`config.mk`:
```
export PLATFORM = sky130hd
export DESIGN_NAME = d_hazard_scoreboard
export DESIGN_NICKNAME = d
export VERILOG_FILES = /design/src/rtl/d_hazard_scoreboard.sv
export SDC_FILE = /design/constraint.sdc
export NUM_CORES = 2
export LEC_CHECK = 0
export ABC_AREA = 1
export BUFFER_PORTS_ARGS = -buffer_cell sky130_fd_sc_hd__clkbuf_2
export CORE_MARGIN = 1
export CORE_UTILIZATION = 30
export DETAILED_ROUTE_END_ITERATION = 6
export RECOVER_POWER = 50
export SETUP_SLACK_MARGIN = 0.2
export SKIP_LAST_GASP = 1
export SLEW_MARGIN = 0
export SYNTH_ARGS = -nofsm -noshare
export SYNTH_HDL_FRONTEND = slang
export SYNTH_SLANG_ARGS = --single-unit
```
`constraint.sdc`:
```
create_clock -name clk -period 3.2 [get_ports clk]
set_clock_uncertainty 0.15 [all_clocks]
set_input_delay 0.32 -clock clk [delete_from_list [all_inputs] [get_ports clk]]
set_output_delay 0.32 -clock clk [all_outputs]
set_load 0.03 [all_outputs]
```
`src/rtl/d_hazard_scoreboard.sv`:
```
// d_hazard_scoreboard: decode-stage register file, Tnew scoreboard, operand
// forwarding and stall generation (data hazards and multiply/divide busy).
module d_hazard_scoreboard #(
  parameter int unsigned DW      = 32,
  parameter int unsigned AW      = 5,
  parameter int unsigned NSTAGE  = 3,
  parameter int unsigned MUL_LAT = 5,
  parameter int unsigned DIV_LAT = 10
) (
  input  logic                 clk,
  input  logic                 reset,
  input  logic                 d_valid,
  input  logic [AW-1:0]        d_rs,
  input  logic [AW-1:0]        d_rt,
  input  logic                 d_rs_use,
  input  logic                 d_rt_use,
  input  logic [1:0]           d_rs_tuse,
  input  logic [1:0]           d_rt_tuse,
  input  logic [AW-1:0]        d_dst,
  input  logic [1:0]           d_tnew,
  input  logic                 d_md,
  input  logic                 d_md_start,
  input  logic                 d_md_div,
  input  logic [NSTAGE*DW-1:0] fwd_data,
  input  logic                 w_we,
  input  logic [AW-1:0]        w_addr,
  input  logic [DW-1:0]        w_data,
  output logic [DW-1:0]        rs_data,
  output logic [DW-1:0]        rt_data,
  output logic                 stall,
  output logic                 md_busy
);

  localparam int unsigned NREG = 1 << AW;
  localparam int unsigned CW   = $clog2(DIV_LAT + 1);
  localparam int unsigned SIW  = (NSTAGE > 1) ? $clog2(NSTAGE) : 1;

  // Index 0 of the scoreboard arrays is stage 1 (E), the youngest entry.
  logic [DW-1:0]               grf_q [NREG];
  logic [NSTAGE-1:0]           sb_vld_q, sb_vld_d;
  logic [AW-1:0]               sb_dst_q [NSTAGE];
  logic [AW-1:0]               sb_dst_d [NSTAGE];
  logic [1:0]                  sb_tnew_q [NSTAGE];
  logic [1:0]                  sb_tnew_d [NSTAGE];
  logic [CW-1:0]               md_cnt_q, md_cnt_d;

  logic [NSTAGE-1:0][DW-1:0]   fwd_arr;
  logic                        rs_hit, rt_hit;
  logic [1:0]                  rs_tnew, rt_tnew;
  logic [DW-1:0]               rs_fwd, rt_fwd;
  logic [DW-1:0]               rs_grf, rt_grf;
  logic                        data_stall;

  assign fwd_arr = fwd_data;

  // Youngest scoreboard match per source operand (lowest stage wins).
  always_comb begin
    rs_hit  = 1'b0;
    rs_tnew = 2'd0;
    rs_fwd  = '0;
    rt_hit  = 1'b0;
    rt_tnew = 2'd0;
    rt_fwd  = '0;
    for (int i = int'(NSTAGE) - 1; i >= 0; i--) begin
      if (sb_vld_q[SIW'(i)] && (d_rs != '0) && (sb_dst_q[SIW'(i)] == d_rs)) begin
        rs_hit  = 1'b1;
        rs_tnew = sb_tnew_q[SIW'(i)];
        rs_fwd  = fwd_arr[SIW'(i)];
      end
      if (sb_vld_q[SIW'(i)] && (d_rt != '0) && (sb_dst_q[SIW'(i)] == d_rt)) begin
        rt_hit  = 1'b1;
        rt_tnew = sb_tnew_q[SIW'(i)];
        rt_fwd  = fwd_arr[SIW'(i)];
      end
    end
  end

  // Register file read with same-cycle write-through; r0 always reads zero.
  always_comb begin
    rs_grf = grf_q[d_rs];
    rt_grf = grf_q[d_rt];
    if (d_rs == '0) begin
      rs_grf = '0;
    end else if (w_we && (w_addr == d_rs)) begin
      rs_grf = w_data;
    end
    if (d_rt == '0) begin
      rt_grf = '0;
    end else if (w_we && (w_addr == d_rt)) begin
      rt_grf = w_data;
    end
  end

  // Ready producers forward; otherwise the register-file path is used.
  assign rs_data = (rs_hit && (rs_tnew == 2'd0)) ? rs_fwd : rs_grf;
  assign rt_data = (rt_hit && (rt_tnew == 2'd0)) ? rt_fwd : rt_grf;

  assign data_stall = d_valid &&
                      ((d_rs_use && rs_hit && (rs_tnew > d_rs_tuse)) ||
                       (d_rt_use && rt_hit && (rt_tnew > d_rt_tuse)));
  assign md_busy    = (md_cnt_q != '0);
  assign stall      = data_stall || (d_valid && d_md && md_busy);

  // Scoreboard shift: D enters stage 1 unless stalled, older entries age.
  always_comb begin
    sb_vld_d     = '0;
    sb_vld_d[0]  = d_valid && !stall && (d_dst != '0);
    sb_dst_d[0]  = d_dst;
    sb_tnew_d[0] = d_tnew;
    for (int i = 1; i < int'(NSTAGE); i++) begin
      sb_vld_d[SIW'(i)]  = sb_vld_q[SIW'(i - 1)];
      sb_dst_d[SIW'(i)]  = sb_dst_q[SIW'(i - 1)];
      sb_tnew_d[SIW'(i)] = (sb_tnew_q[SIW'(i - 1)] == 2'd0) ? 2'd0
                                                           : sb_tnew_q[SIW'(i - 1)] - 2'd1;
    end
  end

  // Multiply/divide busy counter: load on an accepted start, else count down.
  always_comb begin
    md_cnt_d = md_cnt_q;
    if (d_valid && d_md_start && !stall) begin
      md_cnt_d = d_md_div ? CW'(DIV_LAT) : CW'(MUL_LAT);
    end else if (md_cnt_q != '0) begin
      md_cnt_d = md_cnt_q - CW'(1);
    end
  end

  // Scoreboard and counter state.
  always_ff @(posedge clk or negedge reset) begin
    if (!reset) begin
      sb_vld_q <= '0;
      md_cnt_q <= '0;
      for (int i = 0; i < int'(NSTAGE); i++) begin
        sb_dst_q[SIW'(i)]  <= '0;
        sb_tnew_q[SIW'(i)] <= 2'd0;
      end
    end else begin
      sb_vld_q <= sb_vld_d;
      md_cnt_q <= md_cnt_d;
      for (int i = 0; i < int'(NSTAGE); i++) begin
        sb_dst_q[SIW'(i)]  <= sb_dst_d[SIW'(i)];
        sb_tnew_q[SIW'(i)] <= sb_tnew_d[SIW'(i)];
      end
    end
  end

  // Register file write port; r0 is never written.
  always_ff @(posedge clk or negedge reset) begin
    if (!reset) begin
      for (int i = 0; i < int'(NREG); i++) begin
        grf_q[AW'(i)] <= '0;
      end
    end else if (w_we && (w_addr != '0)) begin
      grf_q[w_addr] <= w_data;
    end
  end

endmodule

```
Word-level counts from Yosys, hierarchy flattened

Index checks and enable logic that the tools add are counted.

Register bits: 1044
Input bits: 163
Output and inout bits: 66

$add $sub $neg: 2
Order comparisons: 6
Equal/unequal tests: 6
Multiplexer cells: 31
Bitwise logic cells: 3
Reduce and logical (&&, ||, !) cells: 40

Operator list:

| operator                                                    | number |
|---|---|
| bitwise mux 1024 bit                                        | 1 |
| 2-to-1 mux 32 bit                                           | 15 |
| binary-select mux 32 bit (select 5 bit)                     | 2 |
| demux 32 bit (select 5 bit)                                 | 1 |
| equality test 5 bit                                         | 6 |
| logical AND 1 bit                                           | 25 |
| nonzero test 5 bit                                          | 4 |
| >= comparator 6 bit (second input constant)                 | 3 |
| NOT 5 -> 6 bit                                              | 3 |
| 2-to-1 mux 4 bit                                            | 3 |
| logical NOT 5 bit                                           | 2 |
| 2-to-1 mux 2 bit                                            | 5 |
| logical NOT 2 bit                                           | 3 |
| less-than comparator 6 x 1 -> 1 bit (second input constant) | 1 |
| > comparator 2 bit                                          | 2 |
| 2-to-1 mux 1 bit                                            | 4 |
| nonzero test 4 bit                                          | 1 |
| subtractor 4 x 1 -> 4 bit (second input constant)           | 1 |
| logical OR 1 bit                                            | 2 |
| AND reduction 2 bit                                         | 1 |
| nonzero test 2 bit                                          | 1 |
| subtractor 2 x 1 -> 2 bit (second input constant)           | 1 |
| logical NOT 1 bit                                           | 1 |

Logic depth before layout (Yosys ltp)

Depth in word-level cells: 13
Mapped depth: 20

Least setup slack after synthesis

Ideal clock, no wire load.

Kind: in2reg
Start: input port w_addr[0]
End: register grf_q[192] (netlist name) (enable)
Setup time: 0.421 ns
Arrival: 2.439 ns
Required time: 2.629 ns
Setup slack: 0.190 ns
Stages: 5
Cells stage by stage: buf_2 inv_1 nor3_1 nand2_1 nor2_1

Cells in the longest elaborated chain, start to end: 3

Ends and longest elaborated chain:

| element                              | RTL line | source |
|---|---|---|
| from (decl)                          | 26       | `input logic [AW-1:0] w_addr,` |
| nonzero test 5 bit                   | 153      | `end else if (w_we && (w_addr != '0)) begin` |
| logical AND 1 bit                    | 153      |  |
| AND reduction 2 bit (no source line) | -        |  |
| to (signal, indexed assignment)      | 154      | `grf_q[w_addr] <= w_data;` |
| to (decl)                            | 39       | `logic [DW-1:0] grf_q [NREG];` |

Every way passes these cells.
A chain may end at the register's enable or synchronous reset.

Final worst setup path

Start: register sb_dst_q, in the netlist sb_dst_d[8]
End: output port stall

Cells in the longest elaborated chain, start to end: 8
Elaborated cells between the ends (all ways): 17

Ends and longest elaborated chain:

| element                                       | RTL line | source |
|---|---|---|
| from (decl)                                   | 41       | `logic [AW-1:0] sb_dst_q [NSTAGE];` |
| from (signal, indexed assignment)             | 141      | `sb_dst_q[SIW'(i)] <= sb_dst_d[SIW'(i)];` |
| equality test 5 bit, on equally long branches | 65, 70   |  |
| logical AND 1 bit, on equally long branches   | 65, 70   |  |
| 2-to-1 mux 2 bit (tied with other cells)      | 65       | `if (sb_vld_q[SIW'(i)] && (d_rs != '0) && (sb_dst_q[SIW'(i)] == d_rs)) begin` |
| > comparator 2 bit (tied with other cells)    | 99       | `((d_rs_use && rs_hit && (rs_tnew > d_rs_tuse)) \|\|` |
| logical AND 1 bit, on equally long branches   | 99, 100  |  |
| logical OR 1 bit *                            | 99       |  |
| logical AND 1 bit *                           | 98       | `assign data_stall = d_valid &&` |
| logical OR 1 bit *                            | 102      | `assign stall = data_stall \|\| (d_valid && d_md && md_busy);` |
| to (decl)                                     | 30       | `output logic stall,` |

Every way passes the cells marked *; elsewhere a longest branch is shown, timed or not.

==> flow_summary.json <==
{
  "cts.path.max_buffers": 3,
  "die_height_um": 437,
  "min_period_ps": 3490,
  "power_density_nw_per_um2": 534,
  "core_area_um2": 188000,
  "layout-drive-gt1-share_pct": 12.1,
  "synth.cell_area_um2": 56700,
  "avgSynthCellArea_um2": 8.16,
  "end_kind": "output port",
  "synth_edf_count": 512,
  "timing.setup.tns_ps": -10620,
  "clkTransAtPathRegs_ps": 70,
  "dp_slack_ps": 81.0,
  "p_total_mw": 35.9,
  "slowest_delay_ps": 410,
  "hold_viol_final": 0,
  "placementRows": 159,
  "yosysSeqAreaShare_pct": 50.6,
  "ant_nets": 0,
  "fillers": 18847,
  "wire_per_inst_um": 22.0,
  "met1_usage_pct": 27.7,
  "syn_inst": 6942,
  "cts_root_buffer": "clkbuf_16",
  "grt_pass1_wl_mm": 310,
  "postPlaceCellArea_um2": 61000,
  "cts_tree": "built",
  "path_buf_inv": 2,
  "num_vias": 52296,
  "cp_data_arrival_time_ps": 3020,
  "setup_slack_ps": -294,
  "rsz0062_at_grt": "yes",
  "fin_nets": 7090,
  "grt_usage_pct": 21.2,
  "grt_busiest_layer": "met2",
  "synth_ff_type": "dfrtp_1",
  "synthArstFlopShare_pct": 51.0,
  "antenna_found_initial": 4,
  "fmax_mhz": 286,
  "layout.cells.most_common": "nand2_1",
  "hpwl_mm": 121,
  "syn2layout_area_growth_pct": 18.6,
  "cp_top_family": "simple AND/OR/NAND/NOR gates",
  "final_core_util_pct": 35.8,
  "start_kind": "register",
  "required_ps": 2730,
  "worstMarginPinSlew_ps": 1360,
  "final_cells": 9509,
  "final-max-slew-violation-count": 0,
  "synth_cell_types": 37,
  "critPathMaxFanout": 6,
  "remaining_drc_errors": 0,
  "fp.dieW_um": 437,
  "status": "finished with violations",
  "final-setup-viol-count": 65,
  "whs_ps": 106,
  "synth_seq_cells": 1044,
  "critPathKind": "register to output port",
  "start_util_pct": 30.2,
  "die_area_um2": 191000,
  "place_inst": 9223,
  "use_met3_pct": 3.39,
  "ios": 229,
  "cts_inserted_buffers": 108,
  "grt_pass1_vias": 48796,
  "ir_worst_vdd_uv": 406,
  "grt-ovfl-total": 0,
  "routabilityCongestion": 0.933,
  "yosysWarnings": 0,
  "syn_nets": 7111,
  "cap_violations": 0,
  "p_leak_nw": 27.7,
  "grt_max_degree": 176,
  "min_path_type": "input pin to register",
  "design_area_um2": 67200,
  "io_buffer_count": 196,
  "clk-insertion-delay-late_ps": 750,
  "failed_checks": "setup timing",
  "clock_sinks": 1044,
  "fin_crit_sh_pct": 109,
  "cp_slowest_cell": "dfrtp_1",
  "cp_cell_sequence": "inv_1, nand2_1, nand3_1, nor2_4, nand2_4, nand2_4, a21boi_2, ha_1, nand2_1, nand2_1, nor2_1, nand2_1, a21oi_2, clkbuf_8",
  "viasPerCell": 5.50,
  "htree_levels": 3,
  "cp_common_cell": "nand2_1",
  "layout_common_cells": "nand2_1 (1308), o21ai_0 (992), nand3_1 (989)",
  "relSlewSlack_pct": 9.49,
  "use_met2_pct": 33.5,
  "drt_pre_antenna_iters": 6,
  "routed_wl_mm": 209,
  "drt_iter0_drc": 6298
}
cells in the mapped netlist (2+ instances only):
master,number,area share [%]
o22ai_1,5,0.055
a21oi_1,523,4.6
nor3_1,9,0.079
nand2_1,1439,9.5
nand2_2,6,0.066
o21ai_0,1007,8.9
nor2_4,3,0.060
buf_1,75,0.50
inv_4,4,0.044
inv_2,10,0.066
nand3_1,1008,8.9
nor2_1,32,0.21
nor2_8,3,0.11
dfrtp_1,532,23
clkbuf_1,362,2.4
a221oi_1,2,0.031
buf_4,14,0.19
o211ai_1,512,6.8
inv_1,614,4.1
nand4_1,2,0.022
buf_2,175,1.5
nor2_2,6,0.066
nor3_2,2,0.035
o21ai_1,52,0.46
ha_1,6,0.13
xnor2_1,2,0.031
buf_6,14,0.28
edfxtp_1,512,27
xor2_1,2,0.031
nand3_2,2,0.035
power breakdown:
part	switching, mW	internal [mW]	leakage (nW)
combinational	4.21	2.29	14.4
sequential	0.749	15.3	11.5
clock	5.53	7.80	1.82
total	10.5	25.4	27.7
state kept, by name, summed over array words and instances, names as in the netlist:
signal,flops
sb_dst_d,5
sb_vld_q,2
grf_q,1024
sb_dst_q,5
sb_tnew_q,4
md_cnt_q,4
worst register-to-register path: stages (launching register included):
cell and delay [ps]:
dfrtp_1 410, inv_1 70, nand2_1 60, nand3_1 130, nor2_4 200, nand2_4 140, nand2_4 100, a21boi_2 160
ha_1 260, a21oi_1 170, nor2_1 70, nand2_1 120, buf_4 170, nand4_1 200, nand2_1 140, nand2_1 50
nor2_1 110
layout make-up:
type,instances,area (um2),share of cell area (%)
sequential,1044,28700,42.7
timing repair buffer,508,5480,8.16
clock buffer,148,3110,4.63
tap,2495,3120,4.64
inverter,628,2380,3.55
clock inverter,54,591,0.879
antenna,1,2.50,0.00372
multi-input combinational,4631,23800,35.5
kinds of logic after synthesis:
kind of cell	count (synthesis)	share of synthesized area [%]
and+or+nand+nor	2516	19.2
AOI/OAI and AO/OA	2104	20.9
buffers and inverters	1268	9.08
DFF	1044	50.6
adders and majority gates	6	0.132
xor gates and xnor gates	4	0.0618
final timing paths:
kind / from / end / slack [ps] / cells past startpoint
worst max-delay path: sb_dst_d[8]$_DFF_PN0_ / stall / -290 / 14
worst min-delay path: d_tnew[0] / sb_tnew_q[4]$_DFF_PN0_ / 110 / 2
worst max register to register: sb_dst_d[8]$_DFF_PN0_ / md_cnt_q[3]$_DFFE_PN0P_ / 410 / 16
worst min register to register: grf_q[994]$_DFFE_PN0P_ / grf_q[994]$_DFFE_PN0P_ / 240 / 0
max in group asynchronous: reset / grf_q[926]$_DFFE_PN0P_ / 580 / 4
min in group asynchronous: reset / grf_q[716]$_DFFE_PN0P_ / 780 / 3
per-layer routing:
layer  share of wire (%)  up-vias
met5               0.013        -
met4                 5.9        4
met3                 8.6      564
met2                  45     2619
met1                  40    25192
li1                    -    23917
timing repair:
item	4_1_cts	5_1_grt
setup endpoints to repair	65	66
resized for setup	206	274
endpoints found under the hold margin	566	0
gates cloned	6	4
setup buffers	24	13
pin swaps	30	75
hold buffers	36	0
Note: power is estimated with default switching activity, not from simulation.
